File: src/rtl/dae_issue_writeback_pkg.sv
// Shared definitions for the issue/write-back wrapper around the execute unit:
// data and index widths, instruction field positions, FSM encoding and the
// register reset-value rule.
package dae_issue_writeback_pkg;

   localparam int DATA_W  = 4;
   localparam int REG_N   = 4;
   localparam int IDX_W   = 2;
   localparam int INSTR_W = 10;
   localparam int OP_W    = 3;

   // Instruction layout: {ld, op[2:0], dst[1:0], sa[1:0], sb[1:0]}
   localparam int LD_BIT  = 9;
   localparam int OP_MSB  = 8;
   localparam int OP_LSB  = 6;
   localparam int DST_MSB = 5;
   localparam int DST_LSB = 4;
   localparam int SA_MSB  = 3;
   localparam int SA_LSB  = 2;
   localparam int SB_MSB  = 1;
   localparam int SB_LSB  = 0;

   typedef enum logic [1:0] {
      IDLE = 2'd0,
      EXEC = 2'd1,
      WB   = 2'd2
   } state_t;

   // Each register comes out of reset holding its own index (R0=0 .. R3=3).
   function automatic logic [DATA_W-1:0] reg_reset_value(input logic [IDX_W-1:0] idx);
      return DATA_W'(idx);
   endfunction

endpackage

File: src/rtl/dae_regfile.sv
// 4 x 4-bit register file: two registered read ports that load only when
// rd_en is high (so they hold their value otherwise), one write port and a
// combinational debug read port.
module dae_regfile
   import dae_issue_writeback_pkg::*;
(
   input  logic              clk,
   input  logic              rst,
   input  logic              rd_en,
   input  logic [IDX_W-1:0]  rd_addr_a,
   input  logic [IDX_W-1:0]  rd_addr_b,
   output logic [DATA_W-1:0] rd_data_a,
   output logic [DATA_W-1:0] rd_data_b,
   input  logic              we,
   input  logic [IDX_W-1:0]  wr_addr,
   input  logic [DATA_W-1:0] wr_data,
   input  logic [IDX_W-1:0]  dbg_addr,
   output logic [DATA_W-1:0] dbg_data
);

   logic [DATA_W-1:0] regs [REG_N];

   // Storage array: reset to index values, single write port.
   always_ff @(posedge clk or posedge rst) begin
      if (rst) begin
         for (int i = 0; i < REG_N; i++) begin
            regs[i] <= reg_reset_value(IDX_W'(i));
         end
      end else if (we) begin
         regs[wr_addr] <= wr_data;
      end
   end

   // Registered read ports: capture operands when asked, otherwise hold.
   always_ff @(posedge clk or posedge rst) begin
      if (rst) begin
         rd_data_a <= '0;
         rd_data_b <= '0;
      end else if (rd_en) begin
         rd_data_a <= regs[rd_addr_a];
         rd_data_b <= regs[rd_addr_b];
      end
   end

   assign dbg_data = regs[dbg_addr];

endmodule

File: src/rtl/dae_issue_writeback.sv
// Single-issue wrapper around the combinational execute unit. An instruction
// is accepted in IDLE, its operands are presented to the execute unit during
// EXEC, and the result (or the load immediate) is written back on leaving WB.
// Only one instruction is ever in flight, so no hazard logic is needed.
module dae_issue_writeback
   import dae_issue_writeback_pkg::*;
#(
   parameter int CNT_W = 8
)
(
   input  logic               clk,
   input  logic               rst,
   input  logic               in_valid,
   output logic               in_ready,
   input  logic [INSTR_W-1:0] in_instr,
   output logic [DATA_W-1:0]  ex_rs,
   output logic [DATA_W-1:0]  ex_rt,
   output logic [OP_W-1:0]    ex_sel,
   input  logic [DATA_W-1:0]  ex_rd,
   output logic               wb_valid,
   output logic [IDX_W-1:0]   wb_idx,
   output logic [DATA_W-1:0]  wb_data,
   input  logic [IDX_W-1:0]   dbg_idx,
   output logic [DATA_W-1:0]  dbg_data,
   output logic [CNT_W-1:0]   retired
);

   state_t            state;
   logic              ld_q;
   logic [IDX_W-1:0]  dst_q;
   logic [DATA_W-1:0] imm_q;
   logic [DATA_W-1:0] result_q;
   logic              accept;
   logic              wb_we;
   logic [DATA_W-1:0] wb_value;

   assign in_ready = (state == IDLE);
   assign accept   = in_ready && in_valid;
   assign wb_we    = (state == WB);
   assign wb_value = ld_q ? imm_q : result_q;

   // Operands are read on the accept edge so they are stable for all of EXEC;
   // a write from the previous instruction has already landed by then.
   dae_regfile u_regfile (
      .clk       (clk),
      .rst       (rst),
      .rd_en     (accept),
      .rd_addr_a (in_instr[SA_MSB:SA_LSB]),
      .rd_addr_b (in_instr[SB_MSB:SB_LSB]),
      .rd_data_a (ex_rs),
      .rd_data_b (ex_rt),
      .we        (wb_we),
      .wr_addr   (dst_q),
      .wr_data   (wb_value),
      .dbg_addr  (dbg_idx),
      .dbg_data  (dbg_data)
   );

   // Issue FSM with registered execute-select, write-back pulse and retire counter.
   always_ff @(posedge clk or posedge rst) begin
      if (rst) begin
         state    <= IDLE;
         ld_q     <= 1'b0;
         dst_q    <= '0;
         imm_q    <= '0;
         result_q <= '0;
         ex_sel   <= '0;
         wb_valid <= 1'b0;
         wb_idx   <= '0;
         wb_data  <= '0;
         retired  <= '0;
      end else begin
         wb_valid <= 1'b0;
         case (state)
            IDLE: begin
               if (in_valid) begin
                  ld_q   <= in_instr[LD_BIT];
                  dst_q  <= in_instr[DST_MSB:DST_LSB];
                  imm_q  <= in_instr[SA_MSB:SB_LSB];
                  ex_sel <= in_instr[OP_MSB:OP_LSB];
                  state  <= EXEC;
               end
            end
            EXEC: begin
               result_q <= ex_rd;
               state    <= WB;
            end
            WB: begin
               wb_valid <= 1'b1;
               wb_idx   <= dst_q;
               wb_data  <= wb_value;
               retired  <= retired + CNT_W'(1);
               state    <= IDLE;
            end
            default: begin
               state <= IDLE;
            end
         endcase
      end
   end

endmodule

File: config.mk
export PLATFORM = sky130hd
export DESIGN_NAME = dae_issue_writeback
export DESIGN_NICKNAME = d
export VERILOG_FILES = /design/src/rtl/dae_issue_writeback_pkg.sv /design/src/rtl/dae_regfile.sv /design/src/rtl/dae_issue_writeback.sv
export SDC_FILE = /design/constraint.sdc
export NUM_CORES = 1
export LEC_CHECK = 0
export ABC_AREA = 1
export ABC_CLOCK_PERIOD_IN_PS = 2300
export BUFFER_PORTS_ARGS = -buffer_cell sky130_fd_sc_hd__buf_2
export CAP_MARGIN = 10
export CORE_MARGIN = 4
export CORE_UTILIZATION = 50
export DETAILED_ROUTE_END_ITERATION = 8
export PLACE_DENSITY = 0.73
export SLEW_MARGIN = 20
export SYNTH_ARGS = -nofsm -noshare
export SYNTH_HDL_FRONTEND = slang
export SYNTH_SLANG_ARGS = --single-unit
File: constraint.sdc
create_clock -name clk -period 2.3 [get_ports clk]
set_input_delay 0.46 -clock clk [delete_from_list [all_inputs] [get_ports clk]]
set_output_delay 0.46 -clock clk [all_outputs]
set_load 0.02 [all_outputs]
==> flow_metrics.tcl, run 1 <==
set metrics [dict create \
    arrival_ns 1.25 \
    antenna_left 0 \
    clkTransAtPathRegs_ns 0.09 \
    cts-buffers-inserted 5 \
    initial_core_util_pct 53.3 \
    synthXorXnorAreaFrac_pct 1.36 \
    synth.most_common_cell "nand2_1" \
    hold_buffers 0 \
    yosysSeqAreaShare_pct 53.5 \
    finalNetCount 397 \
    dp_hpwl_um 4230 \
    track_usage_pct 18.9 \
    stdcell_count 445 \
    yosysUniqueCellTypes 23 \
    die_y_um 79.9 \
    netlist_top_cells_area "dfrtp_1 49%, nand2_1 19%, o21ai_0 6.2%, inv_1 4.9%, dfstp_2 4.1%" \
    period_minus_slack_ns 1.71 \
    hold_ws_ns 0.300 \
    drcViolationCount 0 \
    slew_headroom_pct 46.6 \
    synthArstFlopShare_pct 100 \
    pin_count 50 \
    end_kind "output port" \
    avgSynthCellArea_um2 7.93 \
    grt_pass1_vias 1967 \
    final_cell_area_mm2 0.00299 \
    drive_above_1_share_pct 19.6 \
    synth_seq_cells 55 \
    hold_violations 0 \
    synth_compound_area_share_pct 9.30 \
    final.setup_skew_ns 0.00607 \
    area_delta_synth_final_pct 15.8 \
    total_power_mw 3.41 \
    die_w_um 79.9 \
    start_kind "flop" \
    dr.pass1.iters 4 \
    overflow 0 \
    outcome "finished, final reports clean" \
    core-area_mm2 0.00485 \
    postCtsSetupRepairBufs 0 \
    insertion_delay_ns 0.30 \
    synth_top_family_by_area "simple AND/OR/NAND/NOR gates" \
    leakage_nw 1.62 \
    num_rows 25 \
    antenna_found_initial 0 \
    path_max_fanout 3 \
    synth_mux_area_share_pct 0 \
    clockBufferDepth 2 \
    clock_sinks 55 \
    worstSetupPathType "flop to output port" \
    syn_nets 346 \
    drv_cap 0 \
    grt_max_degree 39 \
    synthAdderAreaFrac_pct 0.484 \
    yosysWarnings 0 \
    tightest_slew_ns 0.800 \
    finalCoreUtilization_pct 61.7 \
    tritoncts "yes" \
    fin_ws_ns 0.590 \
    synth_largest_area_cell "dfrtp_1" \
    min_path_type "input port to async pin" \
    dp.cells 437 \
    dpl_cell_area_mm2 0.00289 \
    crit_required_ns 1.84 \
    synthFlopType "dfrtp_1" \
    drt-initial-drc-count 135 \
    netlist_area_mm2 0.00258 \
    grt_pass1_wl_um 9510 \
    portBuffers 49 \
    postCtsResizedCells 0 \
    clockRootBuffer "clkbuf_8" \
    synth-simple-area-share_pct 28.0 \
    fmax_mhz 585 \
    vias_per_cell 4.83 \
    fill_cells 431 \
    synth_edf_count 0 \
    setup_viol_count_final 0 \
    wirelength_um 5620 \
    ir_drop_mv 0.603 \
    gp_congestion 0.797 \
    grt_setup_unrepaired "no" \
    synthTopCellsByCount "132 x nand2_1, 51 x dfrtp_1, 34 x inv_1" \
    power.density_mw_per_mm2 1140 \
    pre_cts_ws_ns 0.655 \
    routedWlPerCell_um 12.6 \
    die_area_mm2 0.00638 \
    fin_crit_sh_pct 74.4 \
    finalSetupTns_ns 0 \
    htreeDepth 2 \
    yosys.area.top_type_share_pct 49.4 \
    report.final.slew_viol_count 0 \
    diodes 0 \
    num_vias 2149 \
    synthesis.instances 326 \
]
[cells in the final DEF, fill, tap and decap left out, types with 4 or more instances in the layout]
cell | Yosys | layout
nand2_1 | 132 | 132
nor2_1 | 14 | 14
nand3_1 | 19 | 19
o22ai_1 | 4 | 4
nand2_2 | 4 | 4
o21ai_0 | 32 | 32
inv_1 | 34 | 33
clkbuf_8 | 0 | 5
buf_2 | 6 | 49
dfrtp_1 | 51 | 51
o21ai_1 | 8 | 8
dfstp_2 | 4 | 4
[critical path: stages, from the launching register on]
cell and delay, ns:
dfstp_2 0.56, nor2_1 0.05, o22ai_1 0.16, buf_2 0.18
[where the power goes]
part	switching [mW]	internal (mW)	total, mW	leakage, nW
combinational	0.791	0.402	1.19	0.876
sequential	0.253	1.34	1.59	0.692
clock	0.296	0.326	0.622	0.0524
total	1.34	2.07	3.41	1.62
[registers in the layout, indices dropped and copies added, names as in the netlist, 3 cells and up]
signal,cells
result_q,4
u_regfile.rd_data_b,4
retired,8
ex_sel,3
u_regfile.regs,16
u_regfile.rd_data_a,4
wb_data,4
imm_q,4
[cell type report]
type                    count  area, um2  area share [%]
multi-input cells         226       1010            33.8
inverters                  37        141            4.72
well taps                  67       83.8            2.80
repair buffers             52        268            8.95
flip-flops and latches     55       1380            46.2
clock inverters             1       30.0            1.00
clock buffers               7       76.3            2.55
[path summary, 6_finish.rpt]
path,startpoint,slack [ns],endpoint,depth (start not counted)
worst max-delay path,u_regfile.regs[0]$_DFFE_PP1P_,0.59,dbg_data[0],3
worst min-delay path,rst,0.30,retired[0]$_DFFE_PP0P_,2
worst max register to register,state[1]$_DFFE_PP0P_,0.79,u_regfile.rd_data_b[1]$_DFFE_PP0P_,5
worst min register to register,ex_sel[0]$_DFFE_PP0P_,0.48,ex_sel[0]$_DFFE_PP0P_,2
max in group asynchronous,rst,1.34,u_regfile.rd_data_a[2]$_DFFE_PP0P_,3
min in group clk,in_instr[9],0.34,ld_q$_DFFE_PP0P_,3
[metal layers]
layer	vias up	track usage (%)	share of wire (%)
met5	-	0	0
met4	0	5.07	0.75
met3	5	2.60	5.2
met2	58	28.1	45
met1	967	28.9	49
li1	1119	-	-
[logic make-up after synthesis]
logic type | count (synthesis)
xor gates and xnor gates | 4
buffers and inverters | 45
adders and majority gates | 1
AOI/OAI and AO/OA | 47
and+or+nand+nor | 174
DFF | 55
(Power assumes the default switching activity.)
==> run 2, diff against run 1 <==
ABC_CLOCK_PERIOD_IN_PS = 1400   (was 2300)
CORE_UTILIZATION = 49   (was 50)
PLACE_DENSITY = 0.75   (was 0.73)
clock period = 1.4 ns   (was 2.3 ns; I/O delays follow)
==> run 2 against run 1 <==
  * The run now ends with setup timing left
  * Clock power is 54% higher
  * Wire length is 0.78% higher
  * Clock skew is 0.0033 ns higher
  * Critical endpoint is now dbg_data[1]
  * Largest power group unchanged
==> flow_metrics.tcl, run 2 (synthesis results as in run 1) <==
set metrics [dict create \
    outcome "complete, but fails checks" \
    violations "setup timing" \
    arrival_ns 1.23 \
    dr.pass1.iters 4 \
    min_to "ld_q$_DFFE_PP0P_" \
    hold_violations 0 \
    drt-initial-drc-count 120 \
    overflow 0 \
    clockBufferDepth 2 \
    path_cells "nor2_2 -> o22ai_1 -> buf_4" \
    largest_register_ffs 16 \
    finalNetCount 410 \
    seqPwrFrac_pct 45.4 \
    routedWlPerCell_um 12.3 \
    portBuffers 49 \
    slew_headroom_pct 70.2 \
    critPathMaxStageDelay_ns 0.56 \
    min_from "in_instr[9]" \
    report.final.slew_viol_count 0 \
    p_comb_share_pct 37.8 \
    layout_common_cells "131 x nand2_1, 50 x dfrtp_1, 46 x buf_2" \
    worst_path_dominant_cell_family "flip-flops" \
    layout_commonest_cell "nand2_1" \
    crit_slowest_cell "dfstp_2" \
    drv_cap 0 \
    end_kind "output port" \
    tightest_slew_ns 0.444 \
    drcViolationCount 0 \
    ir_drop_mv 0.712 \
    min_path_type "input port to flop" \
    insertion_delay_ns 0.31 \
    pin_count 50 \
    core-area_mm2 0.00511 \
    clockPowerShare_pct 16.7 \
    crit_required_ns 1.12 \
    wirelength_um 5670 \
    die_w_um 80.6 \
    grt_pass1_wl_um 9760 \
    worstSetupPathType "flop to output port" \
    die_area_mm2 0.00650 \
    reg_top3 "u_regfile.regs (16), retired (8)" \
    final.setup_skew_ns 0.00937 \
    track_usage_pct 19.5 \
    fill_cells 454 \
    htreeDepth 2 \
    dp_hpwl_um 4400 \
    cts-buffers-inserted 5 \
    worstReg2RegEnd "u_regfile.regs[6]$_DFFE_PP0P_" \
    tritoncts "yes" \
    setup_viol_count_final 2 \
    total_power_mw 5.72 \
    clkTransAtPathRegs_ns 0.10 \
    worstHoldPathCells 3 \
    finalSetupTns_ns -0.198 \
    worstRegToRegCells 7 \
    period_minus_slack_ns 1.51 \
    clockRootBuffer "clkbuf_8" \
    grt_max_degree 31 \
    fmax_mhz 664 \
    finalCoreUtilization_pct 61.5 \
    final_cell_area_mm2 0.00314 \
    diodes 0 \
    start_kind "flop" \
    area_delta_synth_final_pct 21.5 \
    antenna_found_initial 0 \
    antenna_left 0 \
    gp_congestion 0.886 \
    fin_crit_sh_pct 108 \
    crit_buf_inv 1 \
    die_y_um 80.6 \
    r2r_start "state[0]$_DFFE_PP0P_" \
    drive_above_1_share_pct 23.8 \
    sw_frac_of_total_pct 39.5 \
    dpl_cell_area_mm2 0.00296 \
    grt_setup_unrepaired "yes" \
    num_rows 26 \
    top_register "u_regfile.regs" \
    vias_per_cell 4.72 \
    switchingPower_mw 2.26 \
    fin_ws_ns -0.105 \
    clock_sinks 55 \
    internal_power_mw 3.46 \
    initial_core_util_pct 50.6 \
    grt_pass1_vias 2106 \
    reg2reg_slack_ns 0.15 \
    leakage_nw 1.69 \
    path_max_fanout 2 \
    pre_cts_ws_ns 0.108 \
    power.density_mw_per_mm2 1820 \
    num_vias 2174 \
]
==> run 2: area by class of cell <==
class,instances,area (um2),area share [%]
clock buffer,7,96.3,3.07
clock inverter,1,7.51,0.239
tap,70,87.6,2.79
timing repair buffer,65,388,12.4
sequential,55,1380,44.0
inverter,37,148,4.70
multi-input combinational,226,1030,32.8
==> run 2: routing by layer <==
layer,global-route usage [%],wire (um)
met2,30.8,2640
met1,27.6,2750
met3,3.36,212
met5,0,0
met4,5.74,66
==> run 2: power by group through the flow <==
stage	Sequential [mW]	Combinational (mW)	Clock, mW
2_1_floorplan	2.86	1.06	0
3_3_place_gp	2.63	1.98	0
4_1_cts	2.60	2.14	0.979
6_report	2.60	2.17	0.958
5_1_grt	2.69	2.44	1.04
3_5_place_dp	2.64	2.03	0
==> run 2: worst max-delay path by stage <==
stage / startpoint / to / slack [ns] / depth (start not counted)
after CTS: u_regfile.regs[5]$_DFFE_PP1P_ / dbg_data[1] / -0.12 / 3
after floorplan: dbg_idx[0] / dbg_data[0] / 0.13 / 4
final: u_regfile.regs[1]$_DFFE_PP1P_ / dbg_data[1] / -0.11 / 3
after global routing: u_regfile.regs[1]$_DFFE_PP1P_ / dbg_data[1] / -0.15 / 3
after global placement: dbg_idx[0] / dbg_data[3] / 0.11 / 5
after detailed placement: state[0]$_DFFE_PP0P_ / u_regfile.regs[4]$_DFFE_PP0P_ / 0.11 / 6
==> run 2: worst register-to-register path, cell delays in order, from the launching register on <==
cell,delay (ns)
dfrtp_1,0.43
inv_2,0.11
nand2_4,0.10
inv_4,0.12
nand2_2,0.09
nor2_4,0.17
nand2_1,0.06
o21ai_0,0.09
==> run 2: what timing repair did <==
action                     CTS  global route
hold buffers                 1             0
hold endpoints to repair    12             0
buffers inserted             4             1
resized for setup            4            12
setup endpoints to repair    4            16
gates cloned                 0             0
pin swaps                    3             4
==> run 2: stage by stage <==
| stage | hold slack (ns) | std cells |
|---|---|---|
| global placement | 0.266 | 447 |
| finish | 0.155 | 461 |
| CTS | 0.149 | 460 |
| floorplan | 0.353 | 326 |
| detailed placement | 0.272 | 447 |
| global route | 0.167 | 461 |
